`config.mk`:
```
export PLATFORM = sky130hd
export DESIGN_NAME = mult_wb_unit
export DESIGN_NICKNAME = d
export VERILOG_FILES = /design/src/rtl/mult_wb_unit.sv
export SDC_FILE = /design/constraint.sdc
export NUM_CORES = 1
export LEC_CHECK = 0
export BUFFER_PORTS_ARGS = -buffer_cell sky130_fd_sc_hd__buf_2
export CORE_MARGIN = 10
export CORE_UTILIZATION = 64
export DETAILED_ROUTE_END_ITERATION = 7
export HOLD_SLACK_MARGIN = 0.1
export PLACE_DENSITY = 0.89
export SLEW_MARGIN = 10
export SYNTH_ARGS = -nofsm -noshare
export SYNTH_HDL_FRONTEND = slang
export SYNTH_SLANG_ARGS = --single-unit
```
`constraint.sdc`:
```
create_clock -name clk -period 7.1 [get_ports clk]
set_clock_uncertainty 0.1 [all_clocks]
set_input_delay 0 -clock clk [delete_from_list [all_inputs] [get_ports clk]]
set_output_delay 0 -clock clk [all_outputs]
set_load 0.01 [all_outputs]
```
`src/rtl/mult_wb_unit.sv`:
```
// mult_wb_unit
//   Iterative radix-2 shift-add multiplier that sits beside an 8 x WIDTH
//   register file. It takes the two read-port operands and a destination
//   select, runs WIDTH add/shift steps, then holds the product until the main
//   datapath grants the shared RF write port.
//
// Ports
//   clk, rst_n          clock (rising edge), asynchronous active-low reset
//   in_valid/in_ready   request handshake; a transfer happens on a rising edge
//                       where in_valid & in_ready & ~kill are all 1. in_ready
//                       depends only on state, never on in_valid.
//   op_a, op_b          unsigned multiplicand / multiplier
//   op_hi               0: return low half of product, 1: high half
//   dst_sel             destination register select
//   kill                synchronous abort of an in-flight or held operation
//   wb_grant            RF write port is free this cycle
//   wr_en/wr_sel/wr_data  RF write port contribution (all 0 outside DONE)
//   pend_valid/pend_sel outstanding-write indication for decode stalls
//   dbg_state           current FSM state (0 idle, 1 busy, 2 done)
module mult_wb_unit #(
  parameter int WIDTH = 16
) (
  input  logic             clk,
  input  logic             rst_n,
  input  logic             in_valid,
  output logic             in_ready,
  input  logic [WIDTH-1:0] op_a,
  input  logic [WIDTH-1:0] op_b,
  input  logic             op_hi,
  input  logic [2:0]       dst_sel,
  input  logic             kill,
  input  logic             wb_grant,
  output logic             wr_en,
  output logic [2:0]       wr_sel,
  output logic [WIDTH-1:0] wr_data,
  output logic             pend_valid,
  output logic [2:0]       pend_sel,
  output logic [1:0]       dbg_state
);

  localparam int CW = $clog2(WIDTH) + 1;

  localparam logic [1:0] S_IDLE = 2'd0;
  localparam logic [1:0] S_BUSY = 2'd1;
  localparam logic [1:0] S_DONE = 2'd2;

  logic [1:0]         state_q,  state_d;
  logic [2*WIDTH-1:0] acc_q,    acc_d;
  logic [2*WIDTH-1:0] mcand_q,  mcand_d;
  logic [WIDTH-1:0]   mplier_q, mplier_d;
  logic [CW-1:0]      cnt_q,    cnt_d;
  logic [2:0]         dst_q,    dst_d;
  logic               hi_q,     hi_d;

  logic               in_done;
  logic [WIDTH-1:0]   result;

  assign in_done = (state_q == S_DONE);
  assign result  = hi_q ? acc_q[2*WIDTH-1:WIDTH] : acc_q[WIDTH-1:0];

  always_comb begin
    state_d  = state_q;
    acc_d    = acc_q;
    mcand_d  = mcand_q;
    mplier_d = mplier_q;
    cnt_d    = cnt_q;
    dst_d    = dst_q;
    hi_d     = hi_q;
    case (state_q)
      S_IDLE: begin
        if (in_valid && !kill) begin
          acc_d    = '0;
          mcand_d  = {{WIDTH{1'b0}}, op_a};
          mplier_d = op_b;
          cnt_d    = '0;
          dst_d    = dst_sel;
          hi_d     = op_hi;
          state_d  = S_BUSY;
        end
      end
      S_BUSY: begin
        if (kill) begin
          state_d = S_IDLE;
        end else begin
          if (mplier_q[0]) acc_d = acc_q + mcand_q;
          mcand_d  = mcand_q << 1;
          mplier_d = mplier_q >> 1;
          cnt_d    = cnt_q + 1'b1;
          // cnt_q counts completed steps; this cycle performs step WIDTH.
          if (cnt_q == CW'(WIDTH - 1)) state_d = S_DONE;
        end
      end
      S_DONE: begin
        // kill and grant both leave DONE; kill additionally suppresses wr_en.
        if (kill || wb_grant) state_d = S_IDLE;
      end
      default: state_d = S_IDLE;
    endcase
  end

  always_ff @(posedge clk or negedge rst_n) begin
    if (!rst_n) begin
      state_q  <= S_IDLE;
      acc_q    <= '0;
      mcand_q  <= '0;
      mplier_q <= '0;
      cnt_q    <= '0;
      dst_q    <= '0;
      hi_q     <= 1'b0;
    end else begin
      state_q  <= state_d;
      acc_q    <= acc_d;
      mcand_q  <= mcand_d;
      mplier_q <= mplier_d;
      cnt_q    <= cnt_d;
      dst_q    <= dst_d;
      hi_q     <= hi_d;
    end
  end

  assign in_ready   = (state_q == S_IDLE);
  assign wr_en      = in_done && wb_grant && !kill;
  assign wr_sel     = in_done ? dst_q : 3'd0;
  assign wr_data    = in_done ? result : '0;
  // The RF bypasses the write to same-cycle readers, so pending can drop as
  // soon as the unit leaves DONE.
  assign pend_valid = (state_q == S_BUSY) || in_done;
  assign pend_sel   = dst_q;
  assign dbg_state  = state_q;

endmodule
```
Word-level counts from Yosys, hierarchy flattened
Index checks and enable logic that the tools add are counted.
{"block": "word_totals", "reg_bits": 91, "inputBits": 41}
{"block": "classes", "n_addsub": 2, "n_eq_ne": 8, "muxes": 21, "reduce_logical": 12}
{"cell": "32-bit two-way mux", "n": 5}
{"cell": "32-bit case mux with 2 select lines", "n": 2}
{"cell": "16-bit two-way mux", "n": 4}
{"cell": "32-bit adder", "n": 1}
{"cell": "16-bit case mux with 2 select lines", "n": 1}
{"cell": "5-bit two-way mux", "n": 2}
{"cell": "5-bit case mux with 2 select lines", "n": 1}
{"cell": "2-bit two-way mux", "n": 4}
{"cell": "2-bit case mux with 3 select lines", "n": 1}
{"cell": "3-bit AND reduction", "n": 2}
{"cell": "5-bit by 1-bit adder with 5-bit output, second input constant", "n": 1}
{"cell": "5-bit by 4-bit == test with 1-bit output, second input constant", "n": 1}
{"cell": "2-bit by 1-bit inequality test with 1-bit output, second input constant", "n": 2}
{"cell": "2-bit inequality test, second input constant", "n": 2}
{"cell": "4-bit AND reduction", "n": 1}
{"cell": "1-bit logical AND", "n": 3}
{"cell": "3-bit two-way mux", "n": 1}
{"cell": "3-bit inequality test, second input constant", "n": 1}
{"cell": "2-bit by 1-bit == test with 1-bit output, second input constant", "n": 1}
{"cell": "2-bit == test, second input constant", "n": 1}
{"cell": "2-bit zero test", "n": 1}
{"cell": "1-bit logical OR", "n": 2}
{"cell": "2-bit AND reduction", "n": 1}
{"cell": "2-bit nonzero test", "n": 1}
{"cell": "1-bit zero test", "n": 1}

Longest topological paths before layout
{"block": "logic_depth", "depth_word": 4, "mapped_depth": 12, "ltp_nobuf": 12}

Worst setup path after synthesis
No wires, ideal clock.
{"block": "synth_path", "path_kind": "flip-flop to flip-flop", "start": "register acc_q[0]", "end": "register acc_q[20]", "setup_time_ps": 69, "arrival_time_ps": 2593, "t_required_ps": 6931, "setup_slack_ps": 4338, "stages_incl_launch_ff": 13, "path_buffers": 0, "period_less_slack_ps": 2762, "path_cell_list": "dfrtp_1 > ha_1 > inv_1 > fa_1 > nand2b_1 > a21oi_2 > o21a_4 > a21oi_4 > o21a_2 > o21ai_1 > a21oi_1 > or4b_1 > nand3_1"}
{"block": "synth_between", "elab_chain_cells": 4}
{"element": "start, declared", "line_no": "48", "rtl": "logic [2*WIDTH-1:0] acc_q, acc_d;"}
{"element": "start signal, assigned", "line_no": "104", "rtl": "acc_q <= '0;"}
{"element": "start signal, assigned", "line_no": "112", "rtl": "acc_q <= acc_d;"}
{"element": "32-bit adder", "line_no": "85", "rtl": "if (mplier_q[0]) acc_d = acc_q + mcand_q;"}
{"element": "32-bit two-way mux", "line_no": "85"}
{"element": "32-bit two-way mux", "line_no": "82", "rtl": "if (kill) begin"}
{"element": "32-bit case mux with 2 select lines", "line_no": "69", "rtl": "case (state_q)"}
Every way passes these cells. The select of a mux whose other input is x is not followed.
A chain may end at the register's enable or synchronous reset.

Worst setup path in the final report
{"block": "layout_path", "start": "register state_q[1], in the netlist dbg_state[1]", "end": "register acc_q[31]"}
{"block": "layout_between", "elab_chain_cells": 3, "word_cells_on_any_way": 8, "classes_between": "eq/ne: 4; mux: 1; reduce/logical: 3"}
{"element": "start, declared", "line_no": "47", "rtl": "logic [1:0] state_q, state_d;"}
{"element": "start signal, assigned", "line_no": "111", "rtl": "state_q <= state_d;"}
{"element": "2-bit by 1-bit == test with 1-bit output / 2-bit zero test (equally long branches)", "line_no": "69"}
{"element": "2-bit inequality test (no line), or another cell as far along"}
{"element": "4-bit AND reduction (no line)"}
Several ways; a longest one is shown, not always the timed one.

==> results.cfg <==
[synthesis]
syn_area_um2 = 5650
ys_warn_count = 0
ys_ff_latch = 91
synth_area_leaders = dfrtp_1, mux2i_1, ha_1
syn_nets = 663
synth_cells = 585
ys_types = 63
ys.flop_type = dfrtp_1
synth-edff-count = 0
synth_top_area_share_pct = 40.3
synth_top_cell_by_area = dfrtp_1
seq_area_frac_synth_pct = 40.3
syn_avg_cell_area_um2 = 9.65
async_flop_share_pct = 100

[cells_and_area]
fin_area_um2 = 6660
regArea_um2 = 2280
final_cell_mix = dfrtp_1, nand2_1, buf_2, o21ai_0, mux2i_1
area_growth_pct = 18.0
multi_input_area_um2 = 3190
n_antenna_cell = 0
fillers = 528
nets = 756
final_common_cell = dfrtp_1
drive_above_1_share_pct = 16.4

[drt]
drtIter0Drc = 384
wl_mm = 16.1
wire_per_inst_um = 20.4
num_vias = 5086
firstDrtPassIters = 5
remaining_drc_errors = 0
ant_nets = 0
avgViaCountPerCell = 6.43

[timing]
slew_headroom_pct = 22.0
drv_slew = 0
hold_violations = 0
min_period_over_period_pct = 54.3
layout_min_cycle_time_ns = 3.85
setup_violations = 0
worstMarginPinSlew_ns = 1.17
max_freq_mhz = 260
fin_setup_tns_ns = 0
rsz0062_at_grt = no

[floorplanning]
num_io_pins = 68
fp-row-count = 34
design.core.area_um2 = 8640
initial_core_util_pct = 65.4
die_w_um = 114
dieArea_um2 = 13000
die_h_um = 114

[worst_setup_path]
worstPathArrival_ns = 4.04
cp-end-kind = flop
critPathMaxStageDelay_ns = 0.91
crit_type = reg -> reg
cp-start-kind = flop
crit_fanout = 35
path_delay_family = simple AND/OR/NAND/NOR gates
critPathBufInv = 2
critPathSlowestCell = ha_2
path_cells = inv_1 > ha_2 > o21ai_1 > nor2_1 > buf_4 > nand2_1 > nor4b_1 > mux2i_1 > a22oi_1
required_ns = 7.28

[placed_design]
gp_congestion = 0.921
io_buffers = 67
placed_area_um2 = 5990
dp_hpwl_mm = 9.92

[clock_network]
insertion_delay_ns = 0.39
cts_sinks = 91
cts_tree = built
root_buffer = clkbuf_8
cts_buffers = 9
clk_pin_slew_ns = 0.12
cts_buffer_depth = 2
cts_htree_levels = 3

[hold_path]
hp-class = in -> reg

[power]
swShare_pct = 44.7
p_switching_w = 0.00103
comb_power_share_pct = 47.3
ir_worst_vdd_mv = 0.217
p_int_w = 0.00127
leakage_nw = 3.30
pwr-share-clk_pct = 15.6
power.density_nw_per_um2 = 345
p_seq_share_pct = 37.0

[global_routing]
grt_pass1_wl_mm = 26.4
grt_pass1_vias = 5342
grt_usage_pct = 24.8
grt_max_degree = 81
gr-total-overflow = 0
antenna_found_initial = 0

[run_status]
status = finished clean

[job]
max_cap_violations = 0
tightest hold or removal path: stages:
cell           delay (ns)
dlygate4sd3_1        0.52
buf_2                0.10
a22o_1               0.12
path summary, 6_finish.rpt:
check	depth (start not counted)	endpoint	start	slack, ns
hold / removal	3	mplier_q[15]	op_b[15]	0.29
hold reg to reg	2	mplier_q[3]	mplier_q[3]	0.40
setup / recovery	9	acc_q[31]	dbg_state[1]	3.25
setup reg to reg	9	acc_q[31]	dbg_state[1]	3.25
max in group asynchronous	4	mcand_q[13]	rst_n	5.65
min in group asynchronous	4	pend_sel[1]	rst_n	0.57
kinds of logic after synthesis:
| group | count (synthesis) | share of synthesized area [%] |
|---|---|---|
| buf+inv | 45 | 3.35 |
| compound gates | 177 | 21.2 |
| flops | 91 | 40.3 |
| simple gates | 158 | 13.5 |
| fa+ha+maj | 37 | 8.33 |
| xor+xnor | 23 | 3.57 |
| mux | 54 | 9.71 |
metrics by stage:
step           worst slack [ns]  hold WS, ns  power [W]  cells  util (%)
6_report                   3.25        0.289    0.00230    791      77.2
5_1_grt                    2.88        0.287    0.00244    791      77.2
4_1_cts                    3.38        0.291    0.00222    791      77.1
3_5_place_dp               3.41       -0.108    0.00183    729      69.4
3_3_place_gp               3.65       -0.113    0.00178    729      69.4
2_1_floorplan              4.34       -0.396    0.00160    585         -
routing by layer:
| metal | GRT usage [%] | vias up | wire [um] |
|---|---|---|---|
| li1 | - | 2307 | - |
| met4 | 14.5 | 0 | 773 |
| met3 | 5.30 | 74 | 1040 |
| met5 | 0 | - | 0 |
| met1 | 27.5 | 2468 | 6030 |
| met2 | 42.9 | 237 | 8270 |
power groups by stage:
stage / Sequential, W / Clock [W] / Combinational, W
after floorplan: 0.000781 / 0 / 0.000816
after global placement: 0.000831 / 0 / 0.000947
after detailed placement: 0.000844 / 0 / 0.000989
after CTS: 0.000835 / 0.000353 / 0.00104
after global routing: 0.000866 / 0.000378 / 0.00119
final: 0.000851 / 0.000360 / 0.00109
state kept, by name, summed over array words and instances, names as in the netlist:
| signal | count |
|---|---|
| acc_q | 32 |
| mcand_q | 32 |
| mplier_q | 16 |
| cnt_q | 5 |
| pend_sel | 3 |
| dbg_state | 2 |
| hi_q | 1 |
cells in the mapped netlist, drive strengths merged, types with 6 or more instances:
master  number
a21o        20
a21oi       31
a22o        22
clkbuf      28
dfrtp       91
ha          36
inv         11
mux2         6
mux2i       48
nand2       67
nand2b       8
nand3        7
nand4        8
nor2        33
o21a         6
o21ai       66
xnor2        8
xor2        15
layout make-up:
type / instances / area share (%)
Clock buffer: 9 / 1.86
Clock inverter: 7 / 1.03
Inverter: 12 / 0.676
Multi-Input combinational cell: 449 / 47.9
Sequential cell: 91 / 34.2
Tap cell: 108 / 2.03
Timing Repair Buffer: 115 / 12.4
what timing repair did:
| action | 4_1_cts | 5_1_grt |
|---|---|---|
| hold buffers | 46 | 0 |
| hold endpoints to repair | 77 | 0 |
| buffers inserted | 0 | 0 |
| gates resized for setup | 0 | 0 |
Power figures use the tool's default switching activity.
